### config.mk
export PLATFORM = sky130hd
export DESIGN_NAME = fetch_unit
export DESIGN_NICKNAME = d
export VERILOG_FILES = /design/src/rtl/fetch_unit.sv
export SDC_FILE = /design/constraint.sdc
export NUM_CORES = 1
export LEC_CHECK = 0
export CAP_MARGIN = 10
export CORE_ASPECT_RATIO = 1.1
export CORE_MARGIN = 3
export CORE_UTILIZATION = 50
export DETAILED_ROUTE_END_ITERATION = 16
export GPL_ROUTABILITY_DRIVEN = 1
export PLACE_DENSITY = 0.89
export SETUP_SLACK_MARGIN = 0.5
export SYNTH_ARGS = -nofsm -noshare
export SYNTH_HDL_FRONTEND = slang
export SYNTH_SLANG_ARGS = --single-unit
export TNS_END_PERCENT = 50
### constraint.sdc
create_clock -name clk -period 7.7 [get_ports clk]
set_clock_uncertainty 0.15 [all_clocks]
set_input_delay 1.54 -clock clk [delete_from_list [all_inputs] [get_ports clk]]
set_output_delay 1.54 -clock clk [all_outputs]
set_load 0.03 [all_outputs]
### src/rtl/fetch_unit.sv
// Instruction fetch unit: single-outstanding memory requester feeding
// a small prefetch FIFO toward the decoder, with redirect flush support.
module fetch_unit #(
  parameter logic [31:0] BOOT_ADDR  = 32'h0000_0000,
  parameter int          FIFO_DEPTH = 2
) (
  input  logic        clk,
  input  logic        rst_n,
  input  logic        fetch_enable_i,
  output logic        instr_req_o,
  output logic [31:0] instr_addr_o,
  input  logic        instr_gnt_i,
  input  logic        instr_rvalid_i,
  input  logic [31:0] instr_rdata_i,
  output logic        instr_valid_o,
  output logic [31:0] instr_o,
  output logic [31:0] pc_o,
  input  logic        instr_ready_i,
  input  logic        redirect_i,
  input  logic [31:0] redirect_pc_i
);

  localparam int PW = (FIFO_DEPTH > 1) ? $clog2(FIFO_DEPTH) : 1;
  localparam int CW = $clog2(FIFO_DEPTH + 1);
  localparam logic [CW-1:0] DEPTH_C = CW'(FIFO_DEPTH);
  localparam logic [PW-1:0] LAST_C  = PW'(FIFO_DEPTH - 1);
  localparam logic [31:0]   NOP_C   = 32'h0000_0013;

  typedef enum logic [1:0] {
    IDLE = 2'd0,
    REQ  = 2'd1,
    WAIT = 2'd2
  } state_e;

  state_e          state_q;
  logic [31:0]     addr_q;
  logic            discard_q;
  logic [31:0]     mem_instr_q [FIFO_DEPTH];
  logic [31:0]     mem_pc_q    [FIFO_DEPTH];
  logic [PW-1:0]   rd_q;
  logic [PW-1:0]   wr_q;
  logic [CW-1:0]   count_q;
  logic [CW-1:0]   count_d;
  logic            push;
  logic            pop;
  logic            can_issue;
  logic [31:0]     tgt;

  function automatic logic [PW-1:0] ptr_inc(input logic [PW-1:0] p);
    return (p == LAST_C) ? '0 : p + 1'b1;
  endfunction

  always_comb begin
    tgt     = {redirect_pc_i[31:2], 2'b00};
    pop     = (count_q != '0) && instr_ready_i;
    push    = (state_q == WAIT) && instr_rvalid_i &&
              !discard_q && !redirect_i;
    count_d = count_q;
    if (redirect_i)
      count_d = '0;
    else if (push && !pop)
      count_d = count_q + 1'b1;
    else if (!push && pop)
      count_d = count_q - 1'b1;
    can_issue = fetch_enable_i && (count_d < DEPTH_C);
  end

  always_ff @(posedge clk) begin
    if (!rst_n) begin
      state_q   <= IDLE;
      addr_q    <= BOOT_ADDR;
      discard_q <= 1'b0;
      rd_q      <= '0;
      wr_q      <= '0;
      count_q   <= '0;
      for (int i = 0; i < FIFO_DEPTH; i++) begin
        mem_instr_q[i] <= NOP_C;
        mem_pc_q[i]    <= BOOT_ADDR;
      end
    end else begin
      count_q <= count_d;
      if (redirect_i) begin
        rd_q <= '0;
        wr_q <= '0;
      end else begin
        if (push) begin
          mem_instr_q[wr_q] <= instr_rdata_i;
          mem_pc_q[wr_q]    <= addr_q;
          wr_q              <= ptr_inc(wr_q);
        end
        if (pop)
          rd_q <= ptr_inc(rd_q);
      end
      unique case (state_q)
        IDLE: begin
          if (redirect_i)
            addr_q <= tgt;
          if (fetch_enable_i && (redirect_i || count_q < DEPTH_C))
            state_q <= REQ;
        end
        REQ: begin
          if (redirect_i)
            addr_q <= tgt;
          if (instr_gnt_i) begin
            state_q   <= WAIT;
            discard_q <= redirect_i;
          end
        end
        WAIT: begin
          if (redirect_i) begin
            addr_q <= tgt;
            if (instr_rvalid_i) begin
              state_q   <= REQ;
              discard_q <= 1'b0;
            end else begin
              discard_q <= 1'b1;
            end
          end else if (instr_rvalid_i) begin
            discard_q <= 1'b0;
            // a discarded response leaves addr_q already at the new target
            if (discard_q) begin
              state_q <= REQ;
            end else begin
              addr_q  <= addr_q + 32'd4;
              state_q <= can_issue ? REQ : IDLE;
            end
          end
        end
        default: state_q <= IDLE;
      endcase
    end
  end

  assign instr_req_o   = (state_q == REQ);
  assign instr_addr_o  = addr_q;
  assign instr_valid_o = (count_q != '0);
  assign instr_o       = mem_instr_q[rd_q];
  assign pc_o          = mem_pc_q[rd_q];

endmodule

Word-level counts from Yosys, hierarchy flattened
Memories as Yosys holds them, arrays and structs flattened. A register that Yosys moved wholly into a read port is not among the register bits.
Cells that the tools add are included.
{"block": "totals", "register_bits": 39, "in_bits": 71, "elab_cells": 86, "out_inout_bits": 98, "mem_bits_rw": 128, "mem_count": 2}
{"block": "classes", "n_reduce_logical": 24, "eq_ne": 8, "bitwise_logic": 1, "magnitude_cmp": 2, "add_sub_neg": 5, "mux": 38}
{"memory": "mem_instr_q", "depth": 2, "width": 32, "read_ports": 1, "rd_clocked_by_memory_dff": 1, "write_ports": 2, "line": "38", "text": "logic [31:0] mem_instr_q [FIFO_DEPTH];"}
{"memory": "mem_pc_q", "depth": 2, "width": 32, "read_ports": 1, "rd_clocked_by_memory_dff": 1, "write_ports": 2, "line": "39", "text": "logic [31:0] mem_pc_q [FIFO_DEPTH];"}
{"cell": "$mux W32", "count": 6}
{"cell": "$pmux W32 S2", "count": 1}
{"cell": "$reduce_or A32 Y1", "count": 2}
{"cell": "$add A32 B3 Y32 const B", "count": 1}
{"cell": "$mux W1", "count": 21}
{"cell": "$mux W2", "count": 8}
{"cell": "$logic_and A1 B1 Y1", "count": 8}
{"cell": "$ne A3 B3 Y1 const B", "count": 2}
{"cell": "$pmux W2 S3", "count": 1}
{"cell": "$reduce_and A3 Y1", "count": 2}
{"cell": "$reduce_bool A2 Y1", "count": 3}
{"cell": "$logic_not A1 Y1", "count": 4}
{"cell": "$lt A2 B2 Y1 const B", "count": 2}
{"cell": "$ne A2 B1 Y1 const B", "count": 2}
{"cell": "$ne A2 B2 Y1 const B", "count": 2}
{"cell": "$reduce_and A4 Y1", "count": 1}
{"cell": "$reduce_or A2 Y1", "count": 2}
{"cell": "$add A1 B1 Y1 const B", "count": 2}
{"cell": "$add A2 B1 Y2 const B", "count": 1}
{"cell": "$eq A2 B1 Y1 const B", "count": 1}
{"cell": "$eq A2 B2 Y1 const B", "count": 1}
{"cell": "$logic_not A2 Y1", "count": 1}
{"cell": "$pmux W1 S2", "count": 1}
{"cell": "$sub A2 B1 Y2 const B", "count": 1}
{"cell": "2 further kinds", "count": 2}

Depth between registers and ports, before layout
Gate-level depths: netlist of run 1.
{"block": "depth", "ltp_word": 16, "depth_mapped": 11, "mapped_depth_nobuf": 11}

Worst setup path before layout of run 1
No wires, ideal clock.
{"block": "synth_path", "path_kind": "input-to-reg", "from": "input redirect_i", "to": "memory mem_instr_q[1][0] (enable)", "setup_ns": 0.568, "stages": 4, "arrival_ns": 6.485, "setup_slack_ns": 0.498, "required_ns": 6.982, "n_path_buf": 1, "path_cell_list": "buf_2 nor3b_4 nand3b_4 o21ai_0"}
{"element": "start, declared", "line": "19", "text": "input logic redirect_i,"}
{"element": "end, declared", "line": "38"}

==> flow_metrics.py, run 1 <==
metrics = {
    "detailed_routing": {
        "wire_per_inst_um": 18.5,
        "wirelength_mm": 18.9,
        "via_count": 5746,
        "drtPass1Iterations": 5,
        "drt_iter0_markers": 546,
        "antenna_left": 0,
        "via_per_inst": 5.63,
        "drc_errors": 0,
    },
    "floorplan": {
        "initial_core_util_pct": 51.3,
        "core_area_mm2": 0.0151,
        "design.die.area_mm2": 0.0170,
        "fp.dieW_um": 125,
        "fp.dieH_um": 137,
        "rows": 47,
        "io_pins": 169,
    },
    "logic_synthesis": {
        "ys_seq_elements": 162,
        "ys_seq_area_share_pct": 57.8,
        "synth_async_sr_flop_share_pct": 0,
        "syn_avg_cell_area_um2": 11.6,
        "netlist_area_mm2": 0.00775,
        "ys.flop_type": "edfxtp_1",
        "yosysWarnings": 0,
        "syn_inst": 669,
        "yosysUniqueCellTypes": 63,
        "synth-edff-count": 124,
    },
    "finish": {
        "fin_area_mm2": 0.0101,
        "seqCellArea_mm2": 0.00449,
        "layout.nets": 887,
        "final_common_cell": "clkdlybuf4s50_1",
        "diodes": 0,
        "final_cell_mix": "clkdlybuf4s50_1, edfxtp_1, and2_1, mux2_2, nand2_1",
        "nFillCells": 1120,
        "area_growth_pct": 30.1,
        "drive_gt1_share_pct": 13.5,
        "multi_input_comb_area_mm2": 0.00306,
    },
    "critical_path": {
        "critPathKind": "reg -> out",
        "rrSetupSlack_ns": 4.79,
        "start_kind": "register",
        "crit_arrival_ns": 2.50,
        "crit_fanout": 62,
        "worstPathRequired_ns": 6.01,
        "r2r-start": "state_q[1]$_SDFFE_PN0P_",
        "reg2reg_to": "mem_instr_q[0][2]$_SDFFCE_PN0P_",
        "r2r_cells": 6,
        "critical_path.endpoint_type": "output pin",
    },
    "clock_network": {
        "ctsHoldBuffers": 0,
        "clk_latency_ns": 0.42,
        "cts-root-buf": "clkbuf_16",
        "path_clk_slew_ns": 0.06,
        "cts_setup_buffers": 0,
        "cts-resized-gates": 0,
        "cts_tree": "built",
        "clock_path_buffers": 2,
        "cts.sinks": 162,
        "htree_levels": 4,
        "numCtsBuffers": 17,
    },
    "timing": {
        "hold-worst-slack_ns": 0.340,
        "finalSetupViolations": 0,
        "min_period_ns": 4.19,
        "final.setup.tns_ns": 0,
        "hold_viol": 0,
        "fin_crit_sh_pct": 54.4,
        "rsz0062_at_grt": "no",
        "max_clock_freq_ghz": 0.239,
        "worst_pin_slew_ns": 1.19,
        "slew_violations": 0,
        "slew_headroom_pct": 20.6,
    },
    "place": {
        "dp_hpwl_mm": 11.9,
        "routabilityCongestion": 0.864,
        "io_buffers": 162,
        "post_dp_cell_area_mm2": 0.00949,
    },
    "worst_hold_path": {
        "whs_path_depth": 2,
        "hold_end": "count_q[0]$_SDFFE_PP0P_",
        "min_from": "count_q[0]$_SDFFE_PP0P_",
        "holdCritPathClass": "reg -> reg",
    },
    "grt": {
        "grt_overflow": 0,
        "grt_first_pass_wirelength_mm": 29.6,
        "antenna_found_initial": 0,
        "grt.total_usage_pct": 22.1,
        "grt_max_degree": 63,
        "grt_pass1_vias": 5656,
    },
    "power": {
        "power.leakage_nw": 3.67,
        "powerDensity_mw_per_mm2": 204,
        "vdd.ir_drop.worst_mv": 0.146,
    },
    "run_status": {
        "status": "finished, final reports clean",
    },
    "run": {
        "maxCapViolCount": 0,
    },
}
[flip-flops by register name, summed over array words and instances (netlist names), named ones only]
| register | cells |
|---|---|
| state_q | 2 |
| instr_addr_o | 30 |
| count_q | 2 |
| mem_pc_q | 60 |
| discard_q | 1 |
| wr_q | 1 |
| mem_instr_q | 64 |
| rd_q | 1 |
[where the power goes]
part	total (mW)	switching, mW	internal, mW
Combinational	0.219	0.120	0.0992
Sequential	1.00	0.0313	0.973
Clock	0.834	0.331	0.503
Total	2.06	0.482	1.58
[synth_stat cells (4+ instances only)]
cell type | instances | area share [%]
a32oi_1 | 4 | 0.45
a211oi_1 | 4 | 0.39
inv_1 | 9 | 0.44
a21oi_1 | 23 | 1.5
nand2_1 | 49 | 2.4
nor3_1 | 19 | 1.2
clkbuf_1 | 29 | 1.4
or3_1 | 11 | 0.89
mux2_2 | 62 | 9.0
buf_1 | 4 | 0.19
nand4_1 | 11 | 0.89
nor2b_1 | 4 | 0.32
and3_1 | 7 | 0.56
and2_1 | 115 | 9.3
buf_4 | 5 | 0.48
nor2_1 | 29 | 1.4
nand3_1 | 25 | 1.6
buf_2 | 8 | 0.52
ha_1 | 4 | 0.65
nor4_1 | 7 | 0.56
o21ai_0 | 17 | 1.1
dfxtp_1 | 38 | 9.8
a211o_1 | 4 | 0.45
edfxtp_1 | 124 | 48
[layout make-up]
type                    instances  share of cell area, %
clock buffers                  19                   4.29
clock inverters                12                   1.40
inverters                      11                  0.422
multi-input cells             452                   30.3
flip-flops and latches        162                   44.5
well taps                     196                   2.43
repair buffers                168                   16.6
[metal layers]
| layer | up-vias | wire length (um) | global-route usage [%] |
|---|---|---|---|
| met5 | - | 0 | 0 |
| met2 | 226 | 9650 | 38.8 |
| li1 | 2707 | - | - |
| met1 | 2780 | 7730 | 26.7 |
| met3 | 33 | 1100 | 4.92 |
| met4 | 0 | 392 | 9.07 |
[worst max-delay path, stage by stage (launching register included)]
cell,delay [ns]
dfxtp_2,0.31
buf_4,0.64
mux2_2,0.41
clkdlybuf4s50_1,0.64
[how the worst max path moves through the flow]
stage,to,slack [ns],depth (start not counted)
after floorplan,mem_instr_q[1][0]$_SDFFCE_PN1P_,2.18,4
after CTS,pc_o[21],3.50,3
after global placement,mem_pc_q[1][11]$_SDFFCE_PN0P_,3.18,7
after global routing,mem_pc_q[0][9]$_SDFFCE_PN0P_,3.34,7
final,pc_o[21],3.51,3
after detailed placement,mem_instr_q[1][5]$_SDFFCE_PN0P_,3.14,7
[cells by family after synthesis]
logic type	synth area share [%]
flip-flops	57.8
other	0.0484
XOR/XNOR	0.113
AND/OR/NAND/NOR	21.8
buffers and inverters	3.29
adder cells (fa/ha/maj)	0.645
AO/OA/AOI/OAI	7.02
multiplexers	9.26
[through the flow]
step	setup WS [ns]	total power [mW]	utilization, %	instances
2_1_floorplan	2.18	1.13	-	672
6_report	3.51	2.06	66.7	1020
4_1_cts	3.50	2.07	66.6	1019
5_1_grt	3.34	2.12	66.7	1020
3_5_place_dp	3.14	1.24	62.8	988
3_3_place_gp	3.18	1.24	62.8	988
No activity file was read; power rests on OpenSTA's default activity.
==> inputs of run 2 (changes only) <==
==> constraint.sdc (replaced) <==
create_clock -name clk -period 4.25 [get_ports clk]
set_clock_uncertainty 0.15 [all_clocks]
set_input_delay 0.85 -clock clk [delete_from_list [all_inputs] [get_ports clk]]
set_output_delay 0.85 -clock clk [all_outputs]
set_load 0.03 [all_outputs]
==> flow_metrics.py, run 2 (synthesized netlist as in run 1, its figures left out) <==
metrics = {
    "clock_network": {
        "cts.sinks": 162,
        "ctsHoldBuffers": 0,
        "path_clk_slew_ns": 0.07,
        "cts-root-buf": "clkbuf_16",
        "cts_tree": "built",
        "cts_setup_buffers": 0,
        "clk_latency_ns": 0.42,
        "cts-resized-gates": 0,
        "clock_path_buffers": 2,
        "htree_levels": 4,
        "numCtsBuffers": 17,
    },
    "power": {
        "powerDensity_mw_per_mm2": 363,
        "p_clk_share_pct": 39.5,
        "p_switching_mw": 0.917,
        "comb_power_share_pct": 10.9,
        "netSwitchingFraction_pct": 25.0,
        "pwr-share-seq_pct": 49.6,
        "power.leakage_nw": 3.68,
        "p_int_mw": 2.75,
        "vdd.ir_drop.worst_mv": 0.264,
    },
    "critical_path": {
        "critical_path.endpoint_type": "output pin",
        "critPathKind": "reg -> out",
        "crit_fanout": 54,
        "start_kind": "register",
        "worstPathRequired_ns": 3.25,
        "crit_arrival_ns": 2.32,
    },
    "floorplan": {
        "design.die.area_mm2": 0.0170,
        "fp.dieH_um": 137,
        "initial_core_util_pct": 51.3,
        "io_pins": 169,
        "fp.dieW_um": 125,
        "rows": 47,
        "core_area_mm2": 0.0151,
    },
    "detailed_routing": {
        "via_per_inst": 5.65,
        "antenna_left": 0,
        "drtPass1Iterations": 5,
        "wirelength_mm": 19.2,
        "via_count": 5777,
        "drc_errors": 0,
        "drt_iter0_markers": 534,
        "wire_per_inst_um": 18.7,
    },
    "grt": {
        "antenna_found_initial": 0,
        "grt_overflow": 0,
        "grt_pass1_vias": 5680,
        "grt_first_pass_wirelength_mm": 30.6,
        "grt.total_usage_pct": 22.8,
        "grt_max_degree": 55,
    },
    "finish": {
        "diodes": 0,
        "area_growth_pct": 30.4,
        "largest_reg_flops": 64,
        "final_cell_mix": "clkdlybuf4s50_1, edfxtp_1, and2_1, mux2_2, nand2_1",
        "drive_gt1_share_pct": 14.3,
        "regMostFlops": "mem_instr_q",
        "final_common_cell": "clkdlybuf4s50_1",
        "layout.nets": 889,
    },
    "place": {
        "io_buffers": 162,
        "dp_hpwl_mm": 12.6,
        "dp_slack_ns": 0.564,
        "routabilityCongestion": 0.894,
    },
    "timing": {
        "max_clock_freq_ghz": 0.301,
        "worst_pin_slew_ns": 1.10,
        "min_period_ns": 3.32,
        "final.setup.tns_ns": 0,
        "hold_viol": 0,
        "slew_headroom_pct": 26.5,
        "finalSetupViolations": 0,
        "slew_violations": 0,
        "fin_crit_sh_pct": 78.2,
        "rsz0062_at_grt": "no",
        "worst_slack_ns": 0.925,
    },
    "run_status": {
        "status": "finished, final reports clean",
    },
    "run": {
        "maxCapViolCount": 0,
    },
    "worst_hold_path": {
        "holdCritPathClass": "reg -> reg",
    },
}
-- run 2: changes by cell type in the layout (fill, tap and decap cells not counted), sizes merged --
cell | previous run | this run
inv | 9 | 12
buf | 6 | 8
bufinv | 3 | 1
clkbuf | 19 | 17
clkinvlp | 4 | 6
-- run 2: critical path, cell delays in order (launching register included) --
cell and delay (ns):
dfxtp_2 0.50, buf_12 0.31, mux2_2 0.38, clkdlybuf4s50_1 0.63
-- run 2: layout make-up --
cell class              count  area [um2]
clock inverters            15         136
well taps                 196         245
inverters                  11        42.5
multi-input cells         452        3050
fillers                  1134        5000
clock buffers              17         425
flip-flops and latches    162        4490
repair buffers            170        1720
-- run 2: power by group through the flow --
stage	Sequential [mW]	Combinational [mW]	Clock, mW
finish	1.82	0.401	1.45
global route	1.83	0.426	1.53
CTS	1.82	0.402	1.47
detailed placement	1.86	0.400	0
global placement	1.85	0.394	0
floorplan	1.87	0.181	0
-- run 2: routing by layer --
metal | part of all wire (%) | global-route usage, % | vias up
met1 | 40 | 29.2 | 2742
met2 | 50 | 38.6 | 280
met4 | 2.3 | 7.55 | 0
li1 | - | - | 2718
met3 | 7.8 | 5.35 | 37
met5 | 0 | 0 | -
-- run 2: final timing paths --
kind | cells after the start | from | to | slack [ns]
max | 3 | register | pc_o[25] | 0.93
min | 2 | count_q[0]$_SDFFE_PP0P_ | count_q[0]$_SDFFE_PP0P_ | 0.33
max reg2reg | 7 | state_q[1]$_SDFFE_PN0P_ | mem_pc_q[0][20]$_SDFFCE_PN0P_ | 1.54
min reg2reg | 2 | count_q[0]$_SDFFE_PP0P_ | count_q[0]$_SDFFE_PP0P_ | 0.33
-- run 2: through the flow --
stage	std cells	power, mW	instance area, um2	hold WS, ns	util [%]
after CTS	1023	3.69	10100	0.334	66.9
after detailed placement	991	2.26	9550	0.324	63.2
after global placement	991	2.24	9550	0.313	63.2
after global routing	1023	3.79	10100	0.394	66.9
final	1023	3.67	10100	0.332	66.9
after floorplan	672	2.05	7770	0.300	-
==> inputs of run 3 (changes only) <==
--- a/config.mk
+++ b/config.mk
@@ -8,10 +8,10 @@
 export CAP_MARGIN = 10
 export CORE_ASPECT_RATIO = 1.1
 export CORE_MARGIN = 3
-export CORE_UTILIZATION = 50
+export CORE_UTILIZATION = 46
 export DETAILED_ROUTE_END_ITERATION = 16
 export GPL_ROUTABILITY_DRIVEN = 1
-export PLACE_DENSITY = 0.89
+export PLACE_DENSITY = 0.86
 export SETUP_SLACK_MARGIN = 0.5
 export SYNTH_ARGS = -nofsm -noshare
 export SYNTH_HDL_FRONTEND = slang
==> constraint.sdc (replaced) <==
create_clock -name clk -period 2.94 [get_ports clk]
set_clock_uncertainty 0.15 [all_clocks]
set_input_delay 0.588 -clock clk [delete_from_list [all_inputs] [get_ports clk]]
set_output_delay 0.588 -clock clk [all_outputs]
set_load 0.03 [all_outputs]
==> flow_metrics.py, run 3 (synthesized netlist as in run 1, its figures left out) <==
metrics = {
    "clock_network": {
        "clock_path_buffers": 2,
        "numCtsBuffers": 17,
        "htree_levels": 4,
        "cts_tree": "built",
        "clk_latency_ns": 0.42,
        "path_clk_slew_ns": 0.07,
        "cts-root-buf": "clkbuf_16",
        "cts.sinks": 162,
        "ctsHoldBuffers": 0,
    },
    "detailed_routing": {
        "antenna_left": 0,
        "via_per_inst": 5.65,
        "drt_iter0_markers": 463,
        "via_count": 5958,
        "wire_per_inst_um": 19.2,
        "drc_errors": 0,
        "drtPass1Iterations": 5,
        "wirelength_mm": 20.3,
    },
    "grt": {
        "grt_overflow": 0,
        "grt_pass1_vias": 5780,
        "antenna_found_initial": 0,
        "grt_first_pass_wirelength_mm": 30.7,
        "grt.total_usage_pct": 21.6,
        "grt_max_degree": 63,
    },
    "worst_hold_path": {
        "whs_path_depth": 2,
        "holdCritPathClass": "reg -> reg",
    },
    "power": {
        "netSwitchingFraction_pct": 24.6,
        "p_clk_share_pct": 41.9,
        "comb_power_share_pct": 10.4,
        "p_switching_mw": 1.36,
        "vdd.ir_drop.worst_mv": 0.421,
        "power.leakage_nw": 3.99,
        "p_int_mw": 4.16,
        "powerDensity_mw_per_mm2": 537,
        "pwr-share-seq_pct": 47.6,
    },
    "place": {
        "dp_hpwl_mm": 12.8,
        "io_buffers": 162,
        "routabilityCongestion": 0.902,
    },
    "finish": {
        "regMostFlops": "mem_instr_q",
        "nFillCells": 1297,
        "final_common_cell": "edfxtp_1",
        "layout.nets": 913,
        "diodes": 0,
        "drive_gt1_share_pct": 23.9,
        "final_cell_mix": "edfxtp_1, and2_1, clkdlybuf4s50_1, mux2_2, nand2_1",
        "largest_reg_flops": 64,
        "area_growth_pct": 32.3,
    },
    "floorplan": {
        "core_area_mm2": 0.0164,
        "fp.dieH_um": 142,
        "design.die.area_mm2": 0.0185,
        "fp.dieW_um": 130,
        "initial_core_util_pct": 47.2,
        "rows": 49,
        "io_pins": 169,
    },
    "timing": {
        "hold-worst-slack_ns": 0.331,
        "min_period_ns": 2.50,
        "fin_crit_sh_pct": 85.0,
        "final.setup.tns_ns": 0,
        "hold_viol": 0,
        "finalSetupViolations": 0,
        "max_clock_freq_ghz": 0.400,
        "slew_violations": 0,
        "rsz0062_at_grt": "yes",
    },
    "critical_path": {
        "start_kind": "register",
        "critical_path.endpoint_type": "output pin",
        "crit_fanout": 16,
        "r2r_cells": 7,
        "worstPathRequired_ns": 2.20,
        "crit_arrival_ns": 1.76,
        "critPathKind": "reg -> out",
    },
    "run": {
        "maxCapViolCount": 0,
    },
    "run_status": {
        "status": "finished, final reports clean",
    },
}
## run 3: final timing paths
| path | start | to | slack [ns] |
|---|---|---|---|
| worst max-delay path | register | instr_o[12] | 0.44 |
| worst max register to register | instr_addr_o[2]$_SDFFE_PN0P_ | instr_addr_o[24]$_SDFFE_PN0P_ | 0.64 |
| worst min-delay path | count_q[0]$_SDFFE_PP0P_ | count_q[0]$_SDFFE_PP0P_ | 0.33 |
| worst min register to register | count_q[0]$_SDFFE_PP0P_ | count_q[0]$_SDFFE_PP0P_ | 0.33 |
## run 3: area by class of cell
cell class | instances | area, um2 | share of cell area [%]
sequential | 162 | 4490 | 43.8
multi-input combinational | 452 | 3070 | 30.0
timing repair buffer | 194 | 1780 | 17.3
clock buffer | 17 | 425 | 4.15
tap | 204 | 255 | 2.49
clock inverter | 15 | 193 | 1.88
inverter | 11 | 42.5 | 0.415
## run 3: worst max-delay path: stages (launching register included)
cell	delay, ns
dfxtp_4	0.43
buf_16	0.19
mux2_2	0.35
dlygate4sd2_1	0.36
## run 3: power by group through the flow
stage	clock network (mW)	logic (mW)	registers, mW
final	2.31	0.574	2.63
after global routing	2.41	0.610	2.64
after CTS	2.33	0.580	2.63
after detailed placement	0	0.601	2.68
after global placement	0	0.596	2.67
after floorplan	0	0.264	2.70
## run 3: routing by layer
layer | global-route usage (%) | part of all wire (%)
met1 | 28.1 | 41
met2 | 34.5 | 48
met3 | 4.09 | 6.8
met4 | 10.9 | 3.7
met5 | 0 | 0
## run 3: per-stage QoR
stage	instance area, um2	util (%)	setup slack, ns	instances	total power, mW
floorplan	7790	-	0.215	672	2.97
global placement	9750	59.3	0.0770	1018	3.27
detailed placement	9750	59.3	0.0415	1018	3.28
CTS	10300	62.8	0.386	1053	5.53
global route	10300	62.4	0.385	1055	5.66
finish	10300	62.4	0.441	1055	5.51
## run 3: repair_timing
action / CTS / global route
buffers inserted: 1 / 0
setup endpoints to repair: 71 / 261
gates resized for setup: 134 / 84
cloned: 2 / 2
